[src/rtl/fetch_aligner.sv]
// fetch_aligner -- fetch-stage realigner between instruction memory and the
// RV32C decompressor.
//
// Issues word-aligned fetches (one outstanding at most), buffers returned
// words as halfwords and presents one instruction per out_valid/out_ready
// handshake together with its PC and a compressed flag. A redirect flushes
// the buffer and restarts fetch at any halfword-aligned target. A response
// that belongs to a flushed request is discarded.
//
// Configuration macro: FETCH_ALIGNER_RVC_EN
//   defined   : 16-bit (compressed) instructions are recognised.
//   undefined : everything is a 32-bit instruction, out_compressed is 0 and
//               redirect targets are forced to word alignment.
//
// Ports:
//   clk, rst                         clock, async active-high reset
//   redirect_valid, redirect_pc      flush and restart at redirect_pc
//   fetch_req_valid/ready/addr       word fetch request to memory
//   fetch_rsp_valid/data             in-order fetch response
//   out_valid/ready                  instruction handshake to decompressor
//   out_instr, out_pc, out_compressed
module fetch_aligner #(
  parameter logic [31:0] RESET_PC = 32'h0000_0000
) (
  input  logic        clk,
  input  logic        rst,
  input  logic        redirect_valid,
  input  logic [31:0] redirect_pc,
  output logic        fetch_req_valid,
  output logic [31:0] fetch_req_addr,
  input  logic        fetch_req_ready,
  input  logic        fetch_rsp_valid,
  input  logic [31:0] fetch_rsp_data,
  output logic        out_valid,
  output logic [31:0] out_instr,
  output logic [31:0] out_pc,
  output logic        out_compressed,
  input  logic        out_ready
);

  typedef enum logic [1:0] {S_IDLE, S_WAIT, S_DROP} state_t;

  state_t           r_state, w_state_nxt;
  logic [3:0][15:0] r_buf, w_buf_nxt;
  logic [2:0]       r_cnt, w_cnt_nxt;
  logic [31:0]      r_fetch_pc;
  logic [31:0]      r_out_pc;
  logic             r_skip_low;

  logic [15:0] w_h0, w_h1;
  logic        w_h0_c;
  logic        w_pop;
  logic [2:0]  w_pop_n;
  logic        w_take;
  logic [2:0]  w_push_n;
  logic [2:0]  w_base;
  logic        w_req_fire;
  logic [31:0] w_redir_out_pc;
  logic        w_redir_skip;
  logic        w_unused_ok;

  assign w_h0 = r_buf[0];
  assign w_h1 = r_buf[1];

`ifdef FETCH_ALIGNER_RVC_EN
  assign w_h0_c         = (w_h0[1:0] != 2'b11);
  assign w_redir_out_pc = redirect_pc & 32'hFFFF_FFFE;
  assign w_redir_skip   = redirect_pc[1];
`else
  assign w_h0_c         = 1'b0;
  assign w_redir_out_pc = redirect_pc & 32'hFFFF_FFFC;
  assign w_redir_skip   = 1'b0;
`endif

  // redirect_pc[0] is never meaningful; [1] is unused without RVC.
  assign w_unused_ok = ^redirect_pc[1:0];

  // ---------------------------------------------------------------- output
  assign out_valid      = w_h0_c ? (r_cnt >= 3'd1) : (r_cnt >= 3'd2);
  // Gate on a non-empty buffer so an empty (all-zero) head does not read as
  // a compressed instruction.
  assign out_compressed = w_h0_c && (r_cnt != 3'd0);
  assign out_instr      = w_h0_c ? {16'h0000, w_h0} : {w_h1, w_h0};
  assign out_pc         = r_out_pc;

  // ----------------------------------------------------------------- fetch
  // count<=2 leaves room for a full word even if nothing is popped before
  // the response lands, so push+pop can never overflow the 4-entry buffer.
  assign fetch_req_valid = (r_state == S_IDLE) && (r_cnt <= 3'd2) &&
                           !redirect_valid && !rst;
  assign fetch_req_addr  = r_fetch_pc;
  assign w_req_fire      = fetch_req_valid && fetch_req_ready;

  // A pop coinciding with a redirect is dropped along with the whole buffer.
  assign w_pop    = out_valid && out_ready && !redirect_valid;
  assign w_pop_n  = w_h0_c ? 3'd1 : 3'd2;
  assign w_take   = (r_state == S_WAIT) && fetch_rsp_valid && !redirect_valid;
  assign w_push_n = r_skip_low ? 3'd1 : 3'd2;

  // --------------------------------------------------------- buffer update
  always_comb begin
    w_buf_nxt = r_buf;
    w_base    = r_cnt;
    w_cnt_nxt = r_cnt;
    if (w_pop) begin
      w_base = r_cnt - w_pop_n;
      if (w_pop_n == 3'd1) w_buf_nxt = {16'h0000, r_buf[3:1]};
      else                 w_buf_nxt = {32'h0000_0000, r_buf[3:2]};
    end
    if (w_take) begin
      // Push lands just after whatever survives this cycle's pop.
      for (int i = 0; i < 4; i++) begin
        if (r_skip_low) begin
          if (3'(i) == w_base) w_buf_nxt[i] = fetch_rsp_data[31:16];
        end else begin
          if (3'(i) == w_base)         w_buf_nxt[i] = fetch_rsp_data[15:0];
          if (3'(i) == w_base + 3'd1)  w_buf_nxt[i] = fetch_rsp_data[31:16];
        end
      end
      w_cnt_nxt = w_base + w_push_n;
    end else begin
      w_cnt_nxt = w_base;
    end
    if (redirect_valid) begin
      w_buf_nxt = '0;
      w_cnt_nxt = 3'd0;
    end
  end

  // ------------------------------------------------------------------- FSM
  always_comb begin
    w_state_nxt = r_state;
    case (r_state)
      S_IDLE: if (w_req_fire) w_state_nxt = S_WAIT;
      // A response in the redirect cycle closes the request (data dropped),
      // so only a still-pending request becomes stale.
      S_WAIT: begin
        if (fetch_rsp_valid)     w_state_nxt = S_IDLE;
        else if (redirect_valid) w_state_nxt = S_DROP;
      end
      S_DROP: if (fetch_rsp_valid) w_state_nxt = S_IDLE;
      default: w_state_nxt = S_IDLE;
    endcase
  end

  always_ff @(posedge clk or posedge rst) begin
    if (rst) begin
      r_state <= S_IDLE;
    end else begin
      r_state <= w_state_nxt;
    end
  end

  always_ff @(posedge clk or posedge rst) begin
    if (rst) begin
      r_buf      <= '0;
      r_cnt      <= 3'd0;
      r_fetch_pc <= RESET_PC & 32'hFFFF_FFFC;
      r_out_pc   <= RESET_PC;
      r_skip_low <= 1'b0;
    end else begin
      r_buf <= w_buf_nxt;
      r_cnt <= w_cnt_nxt;
      if (redirect_valid) begin
        r_fetch_pc <= redirect_pc & 32'hFFFF_FFFC;
        r_out_pc   <= w_redir_out_pc;
        r_skip_low <= w_redir_skip;
      end else begin
        if (w_req_fire) r_fetch_pc <= r_fetch_pc + 32'd4;
        if (w_pop)      r_out_pc   <= r_out_pc + {28'h0, w_pop_n, 1'b0};
        if (w_take)     r_skip_low <= 1'b0;
      end
    end
  end

endmodule

[config.mk]
export PLATFORM = sky130hd
export DESIGN_NAME = fetch_aligner
export DESIGN_NICKNAME = d
export VERILOG_FILES = /design/src/rtl/fetch_aligner.sv
export SDC_FILE = /design/constraint.sdc
export NUM_CORES = 1
export LEC_CHECK = 0
export ABC_AREA = 1
export ABC_CLOCK_PERIOD_IN_PS = 3600
export CAP_MARGIN = 25
export CORE_UTILIZATION = 46
export DETAILED_ROUTE_END_ITERATION = 10
export PLACE_DENSITY_LB_ADDON = 0.3
export SLEW_MARGIN = 15
export SYNTH_ARGS = -nofsm -noshare
export SYNTH_HDL_FRONTEND = slang
export SYNTH_SLANG_ARGS = --single-unit
export TNS_END_PERCENT = 30
[constraint.sdc]
create_clock -name clk -period 3.6 [get_ports clk]
set_input_delay 0.36 -clock clk [delete_from_list [all_inputs] [get_ports clk]]
set_output_delay 0.36 -clock clk [all_outputs]
set_load 0.02 [all_outputs]
; ---- Word-level counts from Yosys, hierarchy flattened
; Cells that the tools add are included.
[word_totals]
in_bits = 70
out_inout_bits = 99
elab_cells = 78
rom_bits = 0
latch_bits = 0
ram_bits = 0
reg_bits = 134
n_memories = 0
[classes]
shift = 0
n_reduce_logical = 17
muxes = 34
n_bitwise = 0
div = 0
mul = 0
n_eq_ne = 11
magnitude_cmp = 2
addsub = 5
[ops]
columns = cell, n
row1 = 16-bit two-way mux, 16
row2 = 64-bit two-way mux, 3
row3 = 32-bit two-way mux, 4
row4 = "32-bit by 3-bit adder with 32-bit output, second input constant", 2
row5 = "2-bit by 3-bit equality test with 1-bit output, first input constant", 4
row6 = 2-bit two-way mux, 5
row7 = 3-bit two-way mux, 3
row8 = 1-bit logical AND, 8
row9 = "1-bit by 3-bit equality test with 1-bit output, first input constant", 2
row10 = 3-bit logical NOT, 2
row11 = 2-bit one-hot mux with 3 select lines, 1
row12 = 2-bit nonzero test, 3
row13 = "2-bit != test, second input constant", 2
row14 = "3-bit by 1-bit adder with 3-bit output, second input constant", 1
row15 = 3-bit by 2-bit adder with 3-bit output, 1
row16 = "3-bit by 2-bit >= comparator with 1-bit output, second input constant", 1
row17 = "3-bit by 2-bit less-or-equal comparator with 1-bit output, second input constant", 1
row18 = "3-bit != test, second input constant", 1
row19 = 3-bit AND reduction, 1
row20 = "3-bit by 2-bit subtractor with 3-bit output, second input constant", 1
row21 = "2-bit by 1-bit equality test with 1-bit output, second input constant", 1
row22 = "2-bit equality test, second input constant", 1
row23 = 1-bit logical NOT, 2
row24 = 2-bit logical NOT, 1
row25 = 1-bit two-way mux, 2

; ---- Logic depth before layout (Yosys ltp)
; Gate-level depths: netlist (run 1).
[depth]
word_depth = 10
mapped_depth = 13
depth_no_buf = 11

; ---- Worst setup path before layout (run 1)
; Ideal clock, no wire load.
[synth_path]
kind = flip-flop to flip-flop
startpoint = register r_cnt[1]
endpoint = register r_buf (netlist bit w_h0[12])
setup_slack_ns = 1.438
n_path_buf = 2
period_less_slack_ns = 2.162
stages_incl_launch_ff = 13
t_required_ns = 3.459
setup_ns = 0.141
arrival_time_ns = 2.021
path_cell_list = dfrtp_1 > inv_1 > ha_1 > inv_2 > nand2_2 > nor2_4 > buf_6 > xor2_4 > ha_1 > nand2_1 > clkbuf_1 > nor2_1 > a31oi_1
[synth_lines]
columns = item, line
row1 = start: declaration, 45  ; logic [2:0] r_cnt, w_cnt_nxt;
row2 = start signal: assignment, 163  ; r_cnt <= w_cnt_nxt;
row3 = end signal: assignment, 162  ; r_buf <= w_buf_nxt;
row4 = end: declaration, 44  ; logic [3:0][15:0] r_buf, w_buf_nxt;

==> results by group, run 1 <==
Final layout
  – Total area of sequential cells: 3200 sq um
  – # diodes: 0
  – Area Growth Syn to Fin: 28.2%
  – Area of the multi-input gates: 3580 sq um
  – Layout cell share with drive strength beyond 1: 5.31%
  – Fill count: about 1500
  – Fin nets: ~1300

Route
  – Vias per cell: 5.21
  – Total routed wirelength: around 22 mm
  – Starting DRC count in detailed routing: between 500 and 600
  – Antenna viol nets, final: 0
  – DR pass1 iterations: 5
  – DRC viols: 0
  – Drt wl/cell: 15.6 um
  – Vias: 7309

Die
  – Starting Density: between 40% and 50%
  – Area of the core: 15900 sq um
  – Die ar.: 16900 sq um
  – Die W: between 100 and 150 um
  – Site row count: 46
  – Chip height: ~130 um
  – IO Pins: 169

Yosys
  – YS warnings: 0
  – Synth top cells by count: 325 x nand2_1, 151 x nor2_1, 128 x dfrtp_1
  – #FFs+latches synth: 128
  – Ys flop type: dfrtp_1
  – Netlist cell types: 41
  – Ranking of synthesized cells by area: dfrtp_1 42%, nand2_1 16%, nor2_1 7.5%
  – Yosys top cell area share: between 40% and 50%
  – Synthesized area: between 7000 and 8000 sq um
  – Register area share after synthesis: between 40% and 50%
  – Avg Synthesized Cell Area: 7.14 sq um
  – Gate Count Post-Synth: between 1000 and 1500
  – Top-count cell post-synth: nand2_1
  – Post-synth EDFFs: 0
  – Post-synth ARST share: 100%
  – Synth area leader: dfrtp_1

Placed design
  – HPWL after DPL: 15.2 mm
  – Gpl congestion: ~0.91
  – Port Buffer Count: 161

Timing
  – Max Clk Rate: 360 MHz
  – Slew margin rel.: a little over two fifths
  – Fin Clk Skew: 9.20 ps
  – Final setup viols: 0
  – Setup TNS: 0 ps
  – Slew Viols, Final: 0
  – RSZ-0062 raised after global routing: no
  – Hold WS: 514 ps
  – Slew @ Worst Pin: approximately 870 ps
  – Period Utilization, post-route: 77.1%
  – Final Hold Vio Count: 0
  – Final Critical Period: 2770 ps

Global routing
  – GRT Total Usage: between 20% and 30%
  – Vias in the first global route: 6708
  – Largest net degree at the start of global routing: 60
  – Grt total ovfl: 0
  – First-pass GRT wire length: 34.6 mm
  – Initial antenna violation count: 0

Pwr
  – LEAKAGE: 0.00439 uW
  – Tot Pwr: about 4400 uW
  – Worst IR Drop VDD: between 0.3 and 0.4 mV
  – Pwr per Cell Area: 451 nW/um^2

Critical path
  – Worst R2R Setup Slack: 830 ps
  – Crit start category: flip-flop
  – Crit. End Element: flip-flop
  – Crit Path Max Fanout: 32
  – Setup CP Type: flip-flop to flip-flop
  – Critical path arrival: 3110 ps
  – Worst EP required: 3940 ps

Clocking
  – H-tree levels: 4
  – CTS Buf Count: 17
  – Hold-fix buffers, CTS: 0
  – CTS tree: built
  – CTS resizes: 0
  – Sink Count: 128
  – Setup Fix Bufs, Post-CTS: 0
  – Clock-pin slew on the worst setup and hold paths: 60 ps
  – Root buf cell: clkbuf_16
  – Max Root-Sink Buffers: 2
  – Worst-skew pair later-pin latency: 420 ps

Min path
  – Hold crit path type: primary input to asynchronous set/reset pin

Flow run
  – Maximum Capacitance Violations: 0

Run status
  – Outcome: complete, no violations
final cells by class:
class                           instances  share of cell area (%)
Inverter                               81                    3.19
Clock inverter                         13                    1.55
Clock buffer                           19                    4.67
Tap cell                              216                    2.79
Timing Repair Buffer                  174                    17.8
Multi-Input combinational cell        772                    36.9
Sequential cell                       128                    33.0
through the flow:
stage	cells	area (sq um)	util [%]	worst slack [ps]
finish	1403	9690	60.8	826
global route	1403	9690	60.8	612
CTS	1402	9680	60.7	841
detailed placement	1370	9070	56.9	809
global placement	1370	9070	56.9	830
floorplan	1062	7580	-	1440
logic make-up (layout without fill, tap and decap cells):
family / count (synthesis) / in the layout / synth area share, %
and+or+nand+nor: 573 / 573 / 31.0
xor gates and xnor gates: 22 / 22 / 2.80
DFF: 128 / 128 / 42.4
buffers and inverters: 162 / 287 / 10.5
adders and majority gates: 6 / 6 / 0.993
other: 1 / 5 / 0.0496
AOI/OAI and AO/OA: 166 / 166 / 12.3
cell usage in the layout (no fill, tap or decap), types with 3 or more instances in the layout:
cell	count
xor2_1	17
nor2_1	151
clkdlybuf4s50_1	161
nand3_1	60
o21bai_1	12
o221ai_1	4
nand2_2	3
nor3_1	8
a21oi_1	49
inv_2	4
o21ai_1	40
inv_1	75
nand4_1	14
dfrtp_1	128
xnor2_1	4
inv_6	5
o211ai_1	8
conb_1	5
ha_1	6
a31oi_1	18
clkinv_4	3
clkbuf_16	17
o21ai_0	31
nand2_1	324
clkinvlp_4	3
buf_4	11
power breakdown:
part | switching [uW] | internal (uW)
combinational | 513 | 396
sequential | 150 | 1550
clock | 695 | 1070
layer usage:
layer / global-route usage, % / wire [um] / vias to the layer above
li1: - / - / 3598
met1: 35.2 / 9250 / 3363
met2: 42.0 / 10200 / 298
met3: 6.27 / 1680 / 50
met4: 12.8 / 847 / 0
met5: 0 / 0 / -
sequential cells by signal (all words and copies together), names as in the netlist:
signal,flops
w_h1,16
out_pc,30
r_cnt,2
fetch_req_addr,30
r_buf,32
r_state,2
w_h0,16
worst max-delay path, cell delays in order (launching register included):
cell	delay [ps]
dfrtp_1	390
inv_1	150
ha_1	240
inv_2	70
nand2_2	100
nor2_4	430
nand2_1	140
o21ai_2	170
nand2_2	100
nor2_4	650
a21oi_1	80
nor2_1	170
worst paths after layout:
| path | from | to | depth (start not counted) |
|---|---|---|---|
| max | r_cnt[1]$_DFF_PP0_ | r_buf[58]$_DFF_PP0_ | 11 |
| min | rst | r_cnt[2]$_DFF_PP0_ | 2 |
| max reg2reg | r_cnt[1]$_DFF_PP0_ | r_buf[58]$_DFF_PP0_ | 11 |
| min reg2reg | r_buf[51]$_DFF_PP0_ | r_buf[51]$_DFF_PP0_ | 2 |
| max in group asynchronous | rst | w_h1[10]$_DFF_PP0_ | 3 |
| min in group clk | r_buf[51]$_DFF_PP0_ | r_buf[51]$_DFF_PP0_ | 2 |
Note: power is estimated with default switching activity, not from simulation.
==> run 2, diff against run 1 <==
- ABC_CLOCK_PERIOD_IN_PS: 3600 -> 2300
- clock period: 3.6 -> 2.3 ns (I/O delays scaled with it)
==> run 2 against run 1 <==
- global-route usage rose by 0.16 points
- clock-buffer cell count is 2 lower
- clock power rose by 52%
- cell count up 0.78%
- critical path type is now flip-flop to primary output
==> results by group, run 2 (synthesis results as in run 1) <==
Die
  – Chip height: 130 um (unchanged)
  – Die W: 130 um (unchanged)
  – Starting Density: 47.4% (unchanged)
  – Area of the core: 15900 sq um (unchanged)
  – Die ar.: 16900 sq um (unchanged)
  – IO Pins: 169 (unchanged)
  – Site row count: 46 (unchanged)

Route
  – DRC viols: 0 (unchanged)
  – Vias per cell: 5.25 (+0.70%)
  – Starting DRC count in detailed routing: 720 (+31%)
  – Antenna viol nets, final: 0 (unchanged)
  – Drt wl/cell: 15.5 um (-0.64%)
  – DR pass1 iterations: 6 (+1)
  – Vias: 7418 (+1.5%)
  – Total routed wirelength: 22.0 mm (+0.14%)

Global routing
  – Vias in the first global route: 6820 (+1.7%)
  – GRT Total Usage: 27.0% (+0.16 points)
  – Grt total ovfl: 0 (unchanged)
  – First-pass GRT wire length: 35.1 mm (+1.4%)
  – Largest net degree at the start of global routing: 104 (+73%)
  – Initial antenna violation count: 0 (unchanged)

Placed design
  – Port Buffer Count: 161 (unchanged)
  – Gpl congestion: 0.925 (+1.1%)
  – Pre-CTS setup slack: 147 ps (-663 ps)
  – Area of placed instances: 9200 sq um (+1.3%)
  – HPWL after DPL: 15.3 mm (+0.92%)

Clocking
  – Sink Count: 128 (unchanged)
  – CTS Buf Count: 17 (unchanged)
  – Root buf cell: clkbuf_16
  – Clock-pin slew on the worst setup and hold paths: 60 ps (about the same)
  – CTS tree: built
  – Worst-skew pair later-pin latency: 420 ps (about the same)
  – H-tree levels: 4 (unchanged)
  – Hold-fix buffers, CTS: 0 (unchanged)
  – Max Root-Sink Buffers: 2 (unchanged)

Timing
  – Final Critical Period: 2170 ps
  – Hold WS: 325 ps (-189 ps)
  – Setup TNS: 0 ps (unchanged)
  – RSZ-0062 raised after global routing: no
  – Slew margin rel.: 61.3% (+19 points)
  – Slew Viols, Final: 0 (unchanged)
  – Setup slack after layout: 134 ps (-692 ps)
  – Period Utilization, post-route: a little over nine tenths
  – Final setup viols: 0 (unchanged)
  – Fin Clk Skew: 8.52 ps (-0.675 ps)
  – Final Hold Vio Count: 0 (unchanged)
  – Max Clk Rate: 462 MHz
  – Slew @ Worst Pin: 581 ps (-289 ps)

Final layout
  – Area Growth Syn to Fin: 29.6%
  – Total area of sequential cells: 3200 sq um (unchanged)
  – Layout cell share with drive strength beyond 1: 6.18% (+0.87 points)
  – # diodes: 0 (unchanged)
  – Max reg flops: 32 (unchanged)
  – Fin nets: 1261 (+0.88%)
  – Most common cell after layout, fill and taps aside: nand2_1
  – Most frequent cells in the layout: 324 x nand2_1, 160 x clkdlybuf4s50_1, 151 x nor2_1
  – Final instance area: 9790 sq um (+1.0%)
  – Area of the multi-input gates: 3580 sq um (unchanged)
  – Largest reg by FF count: r_buf
  – Fill count: 1468 (-0.61%)

Critical path
  – Crit. End Element: primary output
  – Crit start category: flip-flop
  – Critical path arrival: 1940 ps (-1170 ps)
  – Worst EP required: 2070 ps (-1870 ps)
  – Reg2reg start: r_cnt[1]$_DFF_PP0_
  – Worst R2R Setup Slack: 140 ps (-690 ps)
  – Crit Path Max Fanout: 3 (-91%)
  – Crit path from: r_cnt[1]$_DFF_PP0_
  – Reg2Reg Depth: 12 (+1)
  – Reg2reg end: w_h0[0]$_DFF_PP0_
  – Setup CP Type: flip-flop to primary output
  – Capture point of the worst path: fetch_req_valid

Min path
  – Hold crit path type: primary input to asynchronous set/reset pin

Pwr
  – LEAKAGE: 0.00444 uW (+1.2%)
  – Tot Pwr: 6770 uW (+55%)
  – Pwr per Cell Area: 691 nW/um^2 (+53%)
  – Worst IR Drop VDD: 0.643 mV (+100%)

Run status
  – Outcome: complete, no violations

Flow run
  – Maximum Capacitance Violations: 0 (unchanged)
-- run 2: changes by cell type in the layout (fill, tap and decap cells not counted) --
cell | before | now
buf_12 | 1 | 5
buf_4 | 11 | 19
buf_8 | 1 | 0
bufinv_16 | 2 | 1
clkbuf_8 | 2 | 0
clkdlybuf4s15_1 | 0 | 1
clkdlybuf4s50_1 | 161 | 160
clkinv_2 | 2 | 1
clkinvlp_4 | 3 | 5
inv_8 | 0 | 2
-- run 2: what timing repair did --
item	4_1_cts	5_1_grt
resized for setup	1	1
setup endpoints to repair	1	2
pin swaps	0	1
buffers inserted	0	1
-- run 2: per-layer routing --
layer	up-vias	share of wire, %	GRT usage, %
met5	-	0	0
met4	0	2.8	10.9
met3	37	8.3	5.95
met2	313	47	44.3
li1	3625	-	-
met1	3443	42	34.6
-- run 2: power breakdown --
part           total (uW)  switching, uW  internal, uW
combinational        1440            807           632
clock                2670           1150          1520
sequential           2650            235          2420
-- run 2: area by class of cell --
cell class,count,share of cell area [%]
Multi-Input combinational cell,772,36.5
Sequential cell,128,32.7
Timing Repair Buffer,185,18.9
Clock buffer,17,4.34
Inverter,81,3.16
Tap cell,216,2.76
Clock inverter,15,1.56
-- run 2: metrics by stage --
| stage | cells | util [%] |
|---|---|---|
| after CTS | 1413 | 61.3 |
| after detailed placement | 1381 | 57.7 |
| after floorplan | 1062 | - |
| after global placement | 1381 | 57.7 |
| after global routing | 1414 | 61.4 |
| final | 1414 | 61.4 |
-- run 2: how the worst min path moves through the flow --
| stage | start | endpoint |
|---|---|---|
| 2_1_floorplan | redirect_pc[11] | fetch_req_addr[11]$_DFFE_PP0P_ |
| 3_3_place_gp | r_buf[56]$_DFF_PP0_ | r_buf[56]$_DFF_PP0_ |
| 3_5_place_dp | r_buf[55]$_DFF_PP0_ | r_buf[55]$_DFF_PP0_ |
| 4_1_cts | rst | w_h0[10]$_DFF_PP0_ |
| 5_1_grt | rst | w_h0[3]$_DFF_PP0_ |
| 6_report | rst | w_h1[15]$_DFF_PP0_ |
-- run 2: critical path, cell delays in order (launching register included) --
cell             delay [ps]
dfrtp_1                 410
inv_1                    80
buf_4                   160
ha_1                    190
or2_2                   280
nand3_1                  70
inv_1                    50
clkdlybuf4s15_1         280
